==> src/rtl/tmds_channel_decoder_if.sv <==
// Word-level bus between a TMDS deserializer and its channel decoder.
// The deserializer side is the master; the decoder is the slave.
interface tmds_channel_decoder_if;
  logic       din_valid;
  logic [9:0] din;
  logic       bitslip;
  logic       aligned;
  logic       dout_valid;
  logic [7:0] dout;
  logic [1:0] ctl;
  logic       de;

  modport master (
    output din_valid,
    output din,
    input  bitslip,
    input  aligned,
    input  dout_valid,
    input  dout,
    input  ctl,
    input  de
  );

  modport slave (
    input  din_valid,
    input  din,
    output bitslip,
    output aligned,
    output dout_valid,
    output dout,
    output ctl,
    output de
  );
endinterface

==> src/rtl/tmds_channel_decoder.sv <==
// Decodes one TMDS channel: hunts for the word boundary with bitslip requests,
// then decodes control tokens and video data through a two-stage pipeline.
module tmds_channel_decoder #(
  parameter int TOKEN_COUNT = 8,
  parameter int WINDOW      = 4096,
  parameter int SLIP_WAIT   = 16
) (
  input  logic                  clkin,
  input  logic                  reset,
  tmds_channel_decoder_if.slave bus
);

  localparam int RUN_W  = $clog2(TOKEN_COUNT + 1);
  localparam int WIN_W  = $clog2(WINDOW) + 1;
  localparam int WAIT_W = (SLIP_WAIT > 1) ? $clog2(SLIP_WAIT) : 1;

  localparam logic [RUN_W-1:0]  RUN_MAX   = RUN_W'(TOKEN_COUNT);
  localparam logic [WIN_W-1:0]  WIN_LIMIT = WIN_W'(WINDOW);
  localparam logic [WAIT_W-1:0] WAIT_LAST = WAIT_W'(SLIP_WAIT - 1);

  typedef enum logic [1:0] {
    ST_SEARCH,
    ST_SLIP,
    ST_WAIT,
    ST_LOCKED
  } state_t;

  typedef struct packed {
    logic       is_token;
    logic [1:0] ctl;
  } token_t;

  function automatic token_t classify(input logic [9:0] word);
    token_t t;
    t.is_token = 1'b1;
    t.ctl      = 2'b00;
    case (word)
      10'h354: t.ctl = 2'b00;
      10'h0AB: t.ctl = 2'b01;
      10'h154: t.ctl = 2'b10;
      10'h2AB: t.ctl = 2'b11;
      default: t.is_token = 1'b0;
    endcase
    return t;
  endfunction

  // Undo the optional inversion, then the XOR/XNOR transition chain.
  function automatic logic [7:0] decode_data(input logic [9:0] word);
    logic [7:0] d;
    logic [7:0] q;
    d    = word[9] ? ~word[7:0] : word[7:0];
    q    = '0;
    q[0] = d[0];
    for (int i = 1; i < 8; i++) begin
      q[i] = word[8] ? (d[i] ^ d[i-1]) : ~(d[i] ^ d[i-1]);
    end
    return q;
  endfunction

  logic              s1_valid_q, s1_valid_d;
  logic [9:0]        s1_word_q,  s1_word_d;
  token_t            s1_token_q, s1_token_d;

  logic              dout_valid_q, dout_valid_d;
  logic [7:0]        dout_q,       dout_d;
  logic [1:0]        ctl_q,        ctl_d;
  logic              de_q,         de_d;

  state_t            state_q, state_d;
  logic [RUN_W-1:0]  run_q,   run_d;
  logic [WIN_W-1:0]  win_q,   win_d;
  logic [WAIT_W-1:0] wait_q,  wait_d;

  logic [RUN_W-1:0]  run_next;
  logic [WIN_W-1:0]  win_next;
  logic              count_word;
  logic              run_hit;
  logic              win_hit;

  // Stage 1 captures the word and its token classification; data holds on gaps.
  always_comb begin
    s1_valid_d = bus.din_valid;
    s1_word_d  = s1_word_q;
    s1_token_d = s1_token_q;
    if (bus.din_valid) begin
      s1_word_d  = bus.din;
      s1_token_d = classify(bus.din);
    end
  end

  always_comb begin
    dout_valid_d = s1_valid_q;
    dout_d       = dout_q;
    ctl_d        = ctl_q;
    de_d         = de_q;
    if (s1_valid_q) begin
      if (s1_token_q.is_token) begin
        de_d  = 1'b0;
        ctl_d = s1_token_q.ctl;
      end else begin
        de_d   = 1'b1;
        dout_d = decode_data(s1_word_q);
      end
    end
  end

  always_ff @(posedge clkin) begin
    if (reset) begin
      s1_valid_q   <= 1'b0;
      s1_word_q    <= '0;
      s1_token_q   <= '0;
      dout_valid_q <= 1'b0;
      dout_q       <= '0;
      ctl_q        <= '0;
      de_q         <= 1'b0;
    end else begin
      s1_valid_q   <= s1_valid_d;
      s1_word_q    <= s1_word_d;
      s1_token_q   <= s1_token_d;
      dout_valid_q <= dout_valid_d;
      dout_q       <= dout_d;
      ctl_q        <= ctl_d;
      de_q         <= de_d;
    end
  end

  // Counter candidates for the word currently in stage 1.
  always_comb begin
    count_word = s1_valid_q && ((state_q == ST_SEARCH) || (state_q == ST_LOCKED));
    win_next   = win_q + 1'b1;
    run_next   = '0;
    if (s1_token_q.is_token) begin
      run_next = (run_q == RUN_MAX) ? run_q : run_q + 1'b1;
    end
    run_hit = (run_next == RUN_MAX);
    win_hit = (win_next == WIN_LIMIT);
  end

  always_comb begin
    state_d = state_q;
    run_d   = run_q;
    win_d   = win_q;
    wait_d  = wait_q;
    case (state_q)
      ST_SEARCH, ST_LOCKED: begin
        if (count_word) begin
          run_d = run_next;
          win_d = win_next;
          // A qualifying token run takes priority over an expiring window.
          if (run_hit) begin
            state_d = ST_LOCKED;
            win_d   = '0;
          end else if (win_hit) begin
            state_d = ST_SLIP;
          end
        end
      end
      ST_SLIP: begin
        run_d   = '0;
        win_d   = '0;
        wait_d  = '0;
        state_d = ST_WAIT;
      end
      ST_WAIT: begin
        run_d = '0;
        win_d = '0;
        if (wait_q == WAIT_LAST) begin
          wait_d  = '0;
          state_d = ST_SEARCH;
        end else begin
          wait_d = wait_q + 1'b1;
        end
      end
      default: begin
        state_d = ST_SEARCH;
        run_d   = '0;
        win_d   = '0;
        wait_d  = '0;
      end
    endcase
  end

  always_ff @(posedge clkin) begin
    if (reset) begin
      state_q <= ST_SEARCH;
      run_q   <= '0;
      win_q   <= '0;
      wait_q  <= '0;
    end else begin
      state_q <= state_d;
      run_q   <= run_d;
      win_q   <= win_d;
      wait_q  <= wait_d;
    end
  end

  assign bus.bitslip    = (state_q == ST_SLIP);
  assign bus.aligned    = (state_q == ST_LOCKED);
  assign bus.dout_valid = dout_valid_q;
  assign bus.dout       = dout_q;
  assign bus.ctl        = ctl_q;
  assign bus.de         = de_q;

endmodule

==> src/flat_wrapper.sv <==
// flat-port wrapper written by rule: the top's interface ports become plain ports
module tmds_channel_decoder_flat 
#(
  parameter int TOKEN_COUNT = 8,
  parameter int WINDOW      = 4096,
  parameter int SLIP_WAIT   = 16
)
  (clkin, reset, bus_din_valid, bus_din, bus_bitslip, bus_aligned, bus_dout_valid, bus_dout, bus_ctl, bus_de);
  tmds_channel_decoder_if bus_i ();
  input  logic clkin;
  input  logic reset;
  input wire logic [$bits(bus_i.din_valid)-1:0] bus_din_valid;
  input wire logic [$bits(bus_i.din)-1:0] bus_din;
  output wire logic [$bits(bus_i.bitslip)-1:0] bus_bitslip;
  output wire logic [$bits(bus_i.aligned)-1:0] bus_aligned;
  output wire logic [$bits(bus_i.dout_valid)-1:0] bus_dout_valid;
  output wire logic [$bits(bus_i.dout)-1:0] bus_dout;
  output wire logic [$bits(bus_i.ctl)-1:0] bus_ctl;
  output wire logic [$bits(bus_i.de)-1:0] bus_de;
  assign bus_i.din_valid = bus_din_valid;
  assign bus_i.din = bus_din;
  assign bus_bitslip = bus_i.bitslip;
  assign bus_aligned = bus_i.aligned;
  assign bus_dout_valid = bus_i.dout_valid;
  assign bus_dout = bus_i.dout;
  assign bus_ctl = bus_i.ctl;
  assign bus_de = bus_i.de;
  tmds_channel_decoder #(.TOKEN_COUNT(TOKEN_COUNT), .WINDOW(WINDOW), .SLIP_WAIT(SLIP_WAIT)) u_core (.clkin(clkin), .reset(reset), .bus(bus_i));
endmodule
==> config.mk <==
export PLATFORM = sky130hd
export DESIGN_NAME = tmds_channel_decoder_flat
export DESIGN_NICKNAME = d
export VERILOG_FILES = /design/src/rtl/tmds_channel_decoder_if.sv /design/src/rtl/tmds_channel_decoder.sv /design/src/flat_wrapper.sv
export SDC_FILE = /design/constraint.sdc
export NUM_CORES = 1
export LEC_CHECK = 0
export CORE_MARGIN = 2
export CORE_UTILIZATION = 45
export DETAILED_ROUTE_END_ITERATION = 8
export PLACE_DENSITY = 0.68
export SLEW_MARGIN = 20
export SYNTH_ARGS = -nofsm -noshare
export SYNTH_HDL_FRONTEND = slang
export SYNTH_SLANG_ARGS = --single-unit
==> constraint.sdc <==
create_clock -name clkin -period 2.04 [get_ports clkin]
set_clock_uncertainty 0.05 [all_clocks]
set_input_delay 0.408 -clock clkin [delete_from_list [all_inputs] [get_ports clkin]]
set_output_delay 0.408 -clock clkin [all_outputs]
set_load 0.01 [all_outputs]
==> results of run 1 <==
synthesized netlist by cell type (all sizes together):
cell type	count
nand3b	4
nor2b	6
o211ai	1
nor3b	2
o21a	1
inv	6
o22ai	1
a21bo	2
a21oi	25
nor4b	1
o21ai	12
nand2	19
a22oi	2
o41ai	1
a311o	1
a211oi	11
nor4	2
xor2	4
or4	2
nor2	47
a211o	1
and3b	1
and4b	1
a31oi	2
xnor2	14
nand2b	4
nor3	12
nand4b	2
nand3	12
o311ai	1
and3	1
clkbuf	13
nand4	3
buf	6
mux2i	13
nor4bb	2
ha	8
dfxtp	49
layer usage:
layer  wire length (um)  track usage, %
met3                228            4.94
met5                  0               0
met1               2590            23.4
met4                 60            5.96
met2               2450            28.5
worst max path at each step:
stage               slack [ns]              endpoint         startpoint  cells after the start
floorplan                -0.02     u_core.state_q[1]  u_core.state_q[0]                      8
global placement         -0.09  u_core.s1_token_q[1]         bus_din[8]                      7
detailed placement       -0.11  u_core.s1_token_q[1]         bus_din[8]                      7
CTS                      -0.02       u_core.win_q[9]    u_core.run_q[0]                      8
global route             -0.11       u_core.win_q[4]    u_core.run_q[0]                     10
finish                 -0.0009     u_core.state_q[1]    u_core.win_q[1]                      7
registers in the layout, indices dropped and copies added (netlist names):
name	cells
u_core.s1_word_q	10
u_core.bus.de	1
u_core.state_q	2
u_core.dout_valid_d	1
u_core.wait_q	4
u_core.bus.dout_valid	1
u_core.bus.ctl	2
u_core.bus.dout	8
u_core.run_q	4
u_core.s1_token_q	3
u_core.win_q	13
worst max-delay path, delay by kind of cell, from the launching register on:
| kind | cells | cell delay (ns) |
|---|---|---|
| compound gates | 2 | 0.37 |
| xor+xnor | 1 | 0.15 |
| fa+ha+maj | 1 | 0.13 |
| simple gates | 3 | 0.85 |
| flops | 1 | 0.38 |
stage by stage:
stage	TNS (ns)	setup slack [ns]	hold WS [ns]	area (um2)	power [mW]
2_1_floorplan	-0.0248	-0.0248	0.409	2520	1.16
3_3_place_gp	-0.286	-0.0941	0.394	3000	1.26
3_5_place_dp	-0.528	-0.113	0.400	3000	1.26
4_1_cts	-0.0217	-0.0194	0.414	3110	1.89
5_1_grt	-0.808	-0.105	0.429	3210	1.96
6_report	-0.000929	-0.000929	0.412	3210	1.87
power by group:
part	leakage (nW)	switching [mW]	total, mW	internal, mW
clock network	0.0518	0.349	0.631	0.282
registers	0.401	0.0235	1.01	0.988
logic	0.817	0.109	0.229	0.120
total	1.27	0.482	1.87	1.39
cell families (layout without fill, tap and decap cells):
family                     after synthesis  after routing
xor gates and xnor gates                18             18
buffers and inverters                   25             73
muxes                                   13             13
and+or+nand+nor                        121            121
AOI/OAI and AO/OA                       61             61
adders and majority gates                8              8
DFF                                     49             49
final cells by class:
class / count / area (um2)
Multi-Input combinational cell: 221 / 1500
Fill cell: 492 / 2230
Clock buffer: 6 / 82.6
Tap cell: 72 / 90.1
Inverter: 6 / 22.5
Clock inverter: 2 / 17.5
Sequential cell: 49 / 986
Timing Repair Buffer: 59 / 512
cells in the final DEF, fill, tap and decap left out, drive strengths merged, types with 8 or more instances in the layout:
| cell type | n |
|---|---|
| a211oi | 11 |
| a21oi | 25 |
| buf | 33 |
| clkdlybuf4s50 | 25 |
| dfxtp | 49 |
| ha | 8 |
| mux2i | 13 |
| nand2 | 19 |
| nand3 | 12 |
| nor2 | 47 |
| nor3 | 12 |
| o21ai | 12 |
| xnor2 | 14 |
what timing repair did:
action,CTS,global route
cloned,0,1
buffers inserted,1,2
hold buffers,0,0
endpoints found under the setup margin,13,16
gates resized for setup,2,25
pin swaps,3,15
==> impl_metrics.py, run 1 <==
metrics = {
    "floorplan": {
        "coreArea_um2": 5440,
        "dieArea_um2": 6170,
        "die_width_um": 78.6,
        "die_h_um": 78.6,
        "num_rows": 27,
        "initial_core_util_pct": 46.0,
        "num_io_pins": 27,
    },
    "place": {
        "hpwl_um": 3670,
        "io_buffers": 26,
        "globalplace.congestion": 0.867,
        "placed_cells": 403,
    },
    "detailed_routing": {
        "dr.first_iter.drc_count": 122,
        "detail_route.wl_per_cell_um": 12.8,
        "drc": 0,
        "ant_nets": 0,
        "vias": 2185,
        "first_pass_iters": 4,
        "wirelength_um": 5330,
        "via_per_inst": 5.27,
    },
    "layout": {
        "syn_to_final_growth_pct": 28.4,
        "instances_no_fill": 415,
        "drive_above_1_share_pct": 21.0,
        "final_util_pct": 59.0,
        "nNetsFinal": 363,
        "antenna_cells": 0,
    },
    "sta": {
        "rsz0062_at_grt": "yes",
        "fmax_mhz": 490,
        "setup_slack_ns": -0.000929,
        "slew_violations": 0,
        "slew_headroom_pct": 76.5,
        "tightest_slew_ns": 0.347,
        "fin_crit_sh_pct": 100,
        "setup_viol": 1,
        "hold_viol": 0,
        "period_minus_slack_ns": 2.04,
    },
    "hold_path": {
        "hold_class": "reg -> reg",
        "hold_depth": 2,
        "worstHoldStart": "u_core.bus.ctl[0]",
        "hold_end": "u_core.bus.ctl[0]",
    },
    "cts": {
        "htreeDepth": 2,
        "clk_pin_slew_ns": 0.10,
        "clk_path_buf_depth": 2,
        "clk_latency_ns": 0.31,
        "root_buffer": "clkbuf_8",
        "cts_tree": "built",
        "clock-sinks": 49,
        "cts_buffers": 5,
    },
    "flow_run": {
        "maxCapViolCount": 0,
    },
    "global_routing": {
        "grt_max_degree": 26,
        "antenna_found_initial": 0,
        "grt_pass1_wl_um": 9000,
        "grt_pass1_vias": 2005,
        "grt_overflow_total": 0,
        "grt_usage_pct": 17.9,
    },
    "pwr": {
        "irDropWorstVdd_v": 0.000364,
        "pwr_density_cell_nw_per_um2": 583,
        "leakagePower_nw": 1.27,
    },
    "synthesis": {
        "synthXorXnorAreaFrac_pct": 6.30,
        "netlist_instances": 295,
        "yosys.area_share.simple_pct": 24.5,
        "synthTopCellsByArea": "dfxtp_1 39%, nor2_1 7.1%, mux2i_1 5.2%",
        "syn_area_um2": 2500,
        "ys_types": 45,
        "synth_top_area_share_pct": 39.2,
        "yosys_warnings": 0,
        "synth_compound_area_share_pct": 16.0,
        "ys_ff_latch": 49,
        "synth_area_leader_cell": "dfxtp_1",
        "synthMuxAreaShare_pct": 5.20,
        "syn_avg_cell_area_um2": 8.48,
        "ys_seq_area_share_pct": 39.2,
        "synth-adder-area-share_pct": 4.00,
        "syn_nets": 316,
        "synth_top_family_by_area": "simple AND/OR/NAND/NOR gates",
    },
    "critical_path": {
        "r2r-start": "u_core.win_q[1]",
        "r2r_slack_ns": -0.0009,
        "cp_data_arrival_time_ns": 2.18,
        "worstSetupStartpointType": "flip-flop",
        "cp_slowest_stage_delay_ns": 0.55,
        "critPathKind": "reg -> reg",
        "cp_cell_sequence": "ha_4, and3_1, nand3_2, xnor2_1, or4_4, o311ai_2, a21oi_1",
        "cp-end-kind": "flip-flop",
        "reg2reg_to": "u_core.state_q[1]",
        "cp_max_fo": 4,
        "worstPathRequired_ns": 2.18,
        "crit_slowest_cell": "or4_4",
        "ff2ff_path_depth": 7,
    },
    "outcome": {
        "status": "finished with violations",
        "violations": "negative setup slack",
    },
}
Power figures use the tool's default switching activity.
==> run 2: changes to the inputs <==
- ABC_AREA: unset -> 1
- PLACE_DENSITY: 0.68 -> 0.69
==> run 2 against run 1 <==
The flow now finishes without violations. Routed wire length decreased by 7.1%. Area after synthesis decreased by 2.1%. Sequential share of layout area up 3.0 points. Clock power grew 6.5%. Worst setup slack improved by 0.16 ns. Highest routed layer unchanged.
==> impl_metrics.py, run 2 <==
metrics = {
    "synthesis": {
        "ys.flop_type": "dfxtp_1",
        "syn_nets": 369,
        "synthTopCellsByArea": "dfxtp_1 40%, nand2_1 12%, a21oi_1 6.9%",
        "ys_ff_latch": 49,
        "ys_seq_area_share_pct": 40.0,
        "netlist_instances": 348,
        "syn_area_um2": 2450,
        "synthMostInstantiatedCell": "nand2_1",
        "yosys_warnings": 0,
        "synth_common_cells": "81 x nand2_1, 49 x dfxtp_1, 40 x nor2_1",
        "synth_edf_count": 0,
        "syn_avg_cell_area_um2": 7.04,
        "ys_types": 27,
        "synth_area_leader_cell": "dfxtp_1",
        "synth_top_area_share_pct": 40.0,
        "async_reset_ff_share_pct": 0,
    },
    "critical_path": {
        "worstSetupStartpointType": "flip-flop",
        "critPathTopFamily": "buffers and inverters",
        "cp_slowest_stage_delay_ns": 0.48,
        "cp_max_fo": 4,
        "critPathKind": "reg -> out",
        "cp_cell_sequence": "inv_1, ha_1, clkdlybuf4s50_1",
        "crit_slowest_cell": "clkdlybuf4s50_1",
        "crit_buf_inv": 2,
        "cp-end-kind": "output pin",
        "cp_data_arrival_time_ns": 1.43,
        "worstPathRequired_ns": 1.58,
    },
    "detailed_routing": {
        "detail_route.wl_per_cell_um": 11.1,
        "vias": 2235,
        "drc": 0,
        "via_per_inst": 5.01,
        "wirelength_um": 4950,
        "first_pass_iters": 7,
        "ant_nets": 0,
        "dr.first_iter.drc_count": 127,
    },
    "sta": {
        "period_minus_slack_ns": 1.88,
        "hold_ws_ns": 0.443,
        "tightest_slew_ns": 0.438,
        "rsz0062_at_grt": "no",
        "tns_ns": 0,
        "fmax_mhz": 531,
        "hold_viol": 0,
        "slew_headroom_pct": 70.5,
        "setup_viol": 0,
        "slew_violations": 0,
        "fin_crit_sh_pct": 92.3,
    },
    "layout": {
        "syn_to_final_growth_pct": 18.8,
        "drive_above_1_share_pct": 7.71,
        "largest_register": "u_core.win_q",
        "final_common_cell": "nand2_1",
        "fill_cells": 504,
        "final_util_pct": 56.3,
        "largest_reg_flops": 13,
        "nNetsFinal": 397,
        "antenna_cells": 0,
        "mostFrequentLayoutCells": "81 x nand2_1, 49 x dfxtp_1, 40 x nor2_1",
        "fin_area_um2": 2910,
    },
    "global_routing": {
        "grt_pass1_wl_um": 8510,
        "antenna_found_initial": 0,
        "grt_usage_pct": 17.2,
        "grt_pass1_vias": 1913,
        "grt_overflow_total": 0,
        "grt_max_degree": 22,
    },
    "pwr": {
        "leakagePower_nw": 1.12,
        "irDropWorstVdd_v": 0.000333,
        "pwr-share-seq_pct": 53.9,
        "p_int_mw": 1.45,
        "sw_frac_of_total_pct": 23.5,
        "power.share.clock_pct": 35.6,
        "power_switching_uw": 444,
        "power_frac_comb_pct": 10.6,
        "pwr_density_cell_nw_per_um2": 649,
    },
    "cts": {
        "cts_tree": "built",
        "clk_latency_ns": 0.30,
        "ctsHoldBuffers": 0,
        "htreeDepth": 2,
        "cts_buffers": 5,
        "post_cts_resized": 0,
        "clk_pin_slew_ns": 0.09,
        "post-cts-setup-buffers": 0,
        "root_buffer": "clkbuf_8",
        "clk_path_buf_depth": 2,
        "clock-sinks": 49,
    },
    "floorplan": {
        "die_width_um": 77.8,
        "coreArea_um2": 5170,
        "dieArea_um2": 6050,
        "die_h_um": 77.8,
        "num_rows": 26,
        "num_io_pins": 27,
        "initial_core_util_pct": 47.4,
    },
    "place": {
        "hpwl_um": 3660,
        "globalplace.congestion": 0.853,
        "io_buffers": 26,
        "dpl_cell_area_um2": 2810,
    },
    "hold_path": {
        "hold_class": "reg -> reg",
    },
    "outcome": {
        "status": "finished clean",
    },
    "flow_run": {
        "maxCapViolCount": 0,
    },
}
run 2: tightest hold or removal path, stage by stage (launching register included):
cell and delay, ns:
dfxtp_1 0.33, nand2_1 0.07, a21oi_1 0.06
run 2: power groups by stage:
stage,clock [mW],combinational [mW],sequential (mW)
after floorplan,0,0.113,1.04
after global placement,0,0.199,1.04
after detailed placement,0,0.201,1.04
after CTS,0.690,0.201,1.02
after global routing,0.716,0.224,1.02
final,0.672,0.200,1.02
run 2: path summary, 6_finish.rpt:
kind	from	to	slack (ns)	depth (start not counted)
setup / recovery	u_core.state_q[1]	bus_bitslip	0.16	3
hold / removal	u_core.win_q[12]	u_core.win_q[12]	0.44	2
setup reg to reg	u_core.win_q[0]	u_core.state_q[1]	0.23	12
hold reg to reg	u_core.win_q[12]	u_core.win_q[12]	0.44	2
run 2: cells by family after synthesis:
family	Yosys count	synth area share [%]
compound gates	68	14.8
flops	49	40.0
fa+ha+maj	8	4.09
xor+xnor	13	4.65
buf+inv	43	6.89
simple gates	167	29.5
run 2: per-layer routing:
metal / up-vias / wire, um / GRT usage (%)
li1: 1185 / - / -
met1: 1001 / 2480 / 23.9
met2: 42 / 2220 / 26.7
met3: 7 / 190 / 3.49
met4: 0 / 59 / 5.36
met5: - / 0 / 0
run 2: metrics by stage:
step           power (mW)  setup slack (ns)  cells
2_1_floorplan        1.15             0.382    348
3_3_place_gp         1.24             0.285    439
3_5_place_dp         1.24             0.252    439
4_1_cts              1.91             0.141    446
5_1_grt              1.96           0.00176    446
6_report             1.89             0.157    446
run 2: final cells by class:
type	count	area (um2)	share of cell area (%)
multi-input cells	256	1300	44.7
flip-flops and latches	49	981	33.7
repair buffers	32	318	10.9
inverters	32	120	4.13
well taps	70	87.6	3.01
clock buffers	5	68.8	2.36
clock inverters	2	35.0	1.20
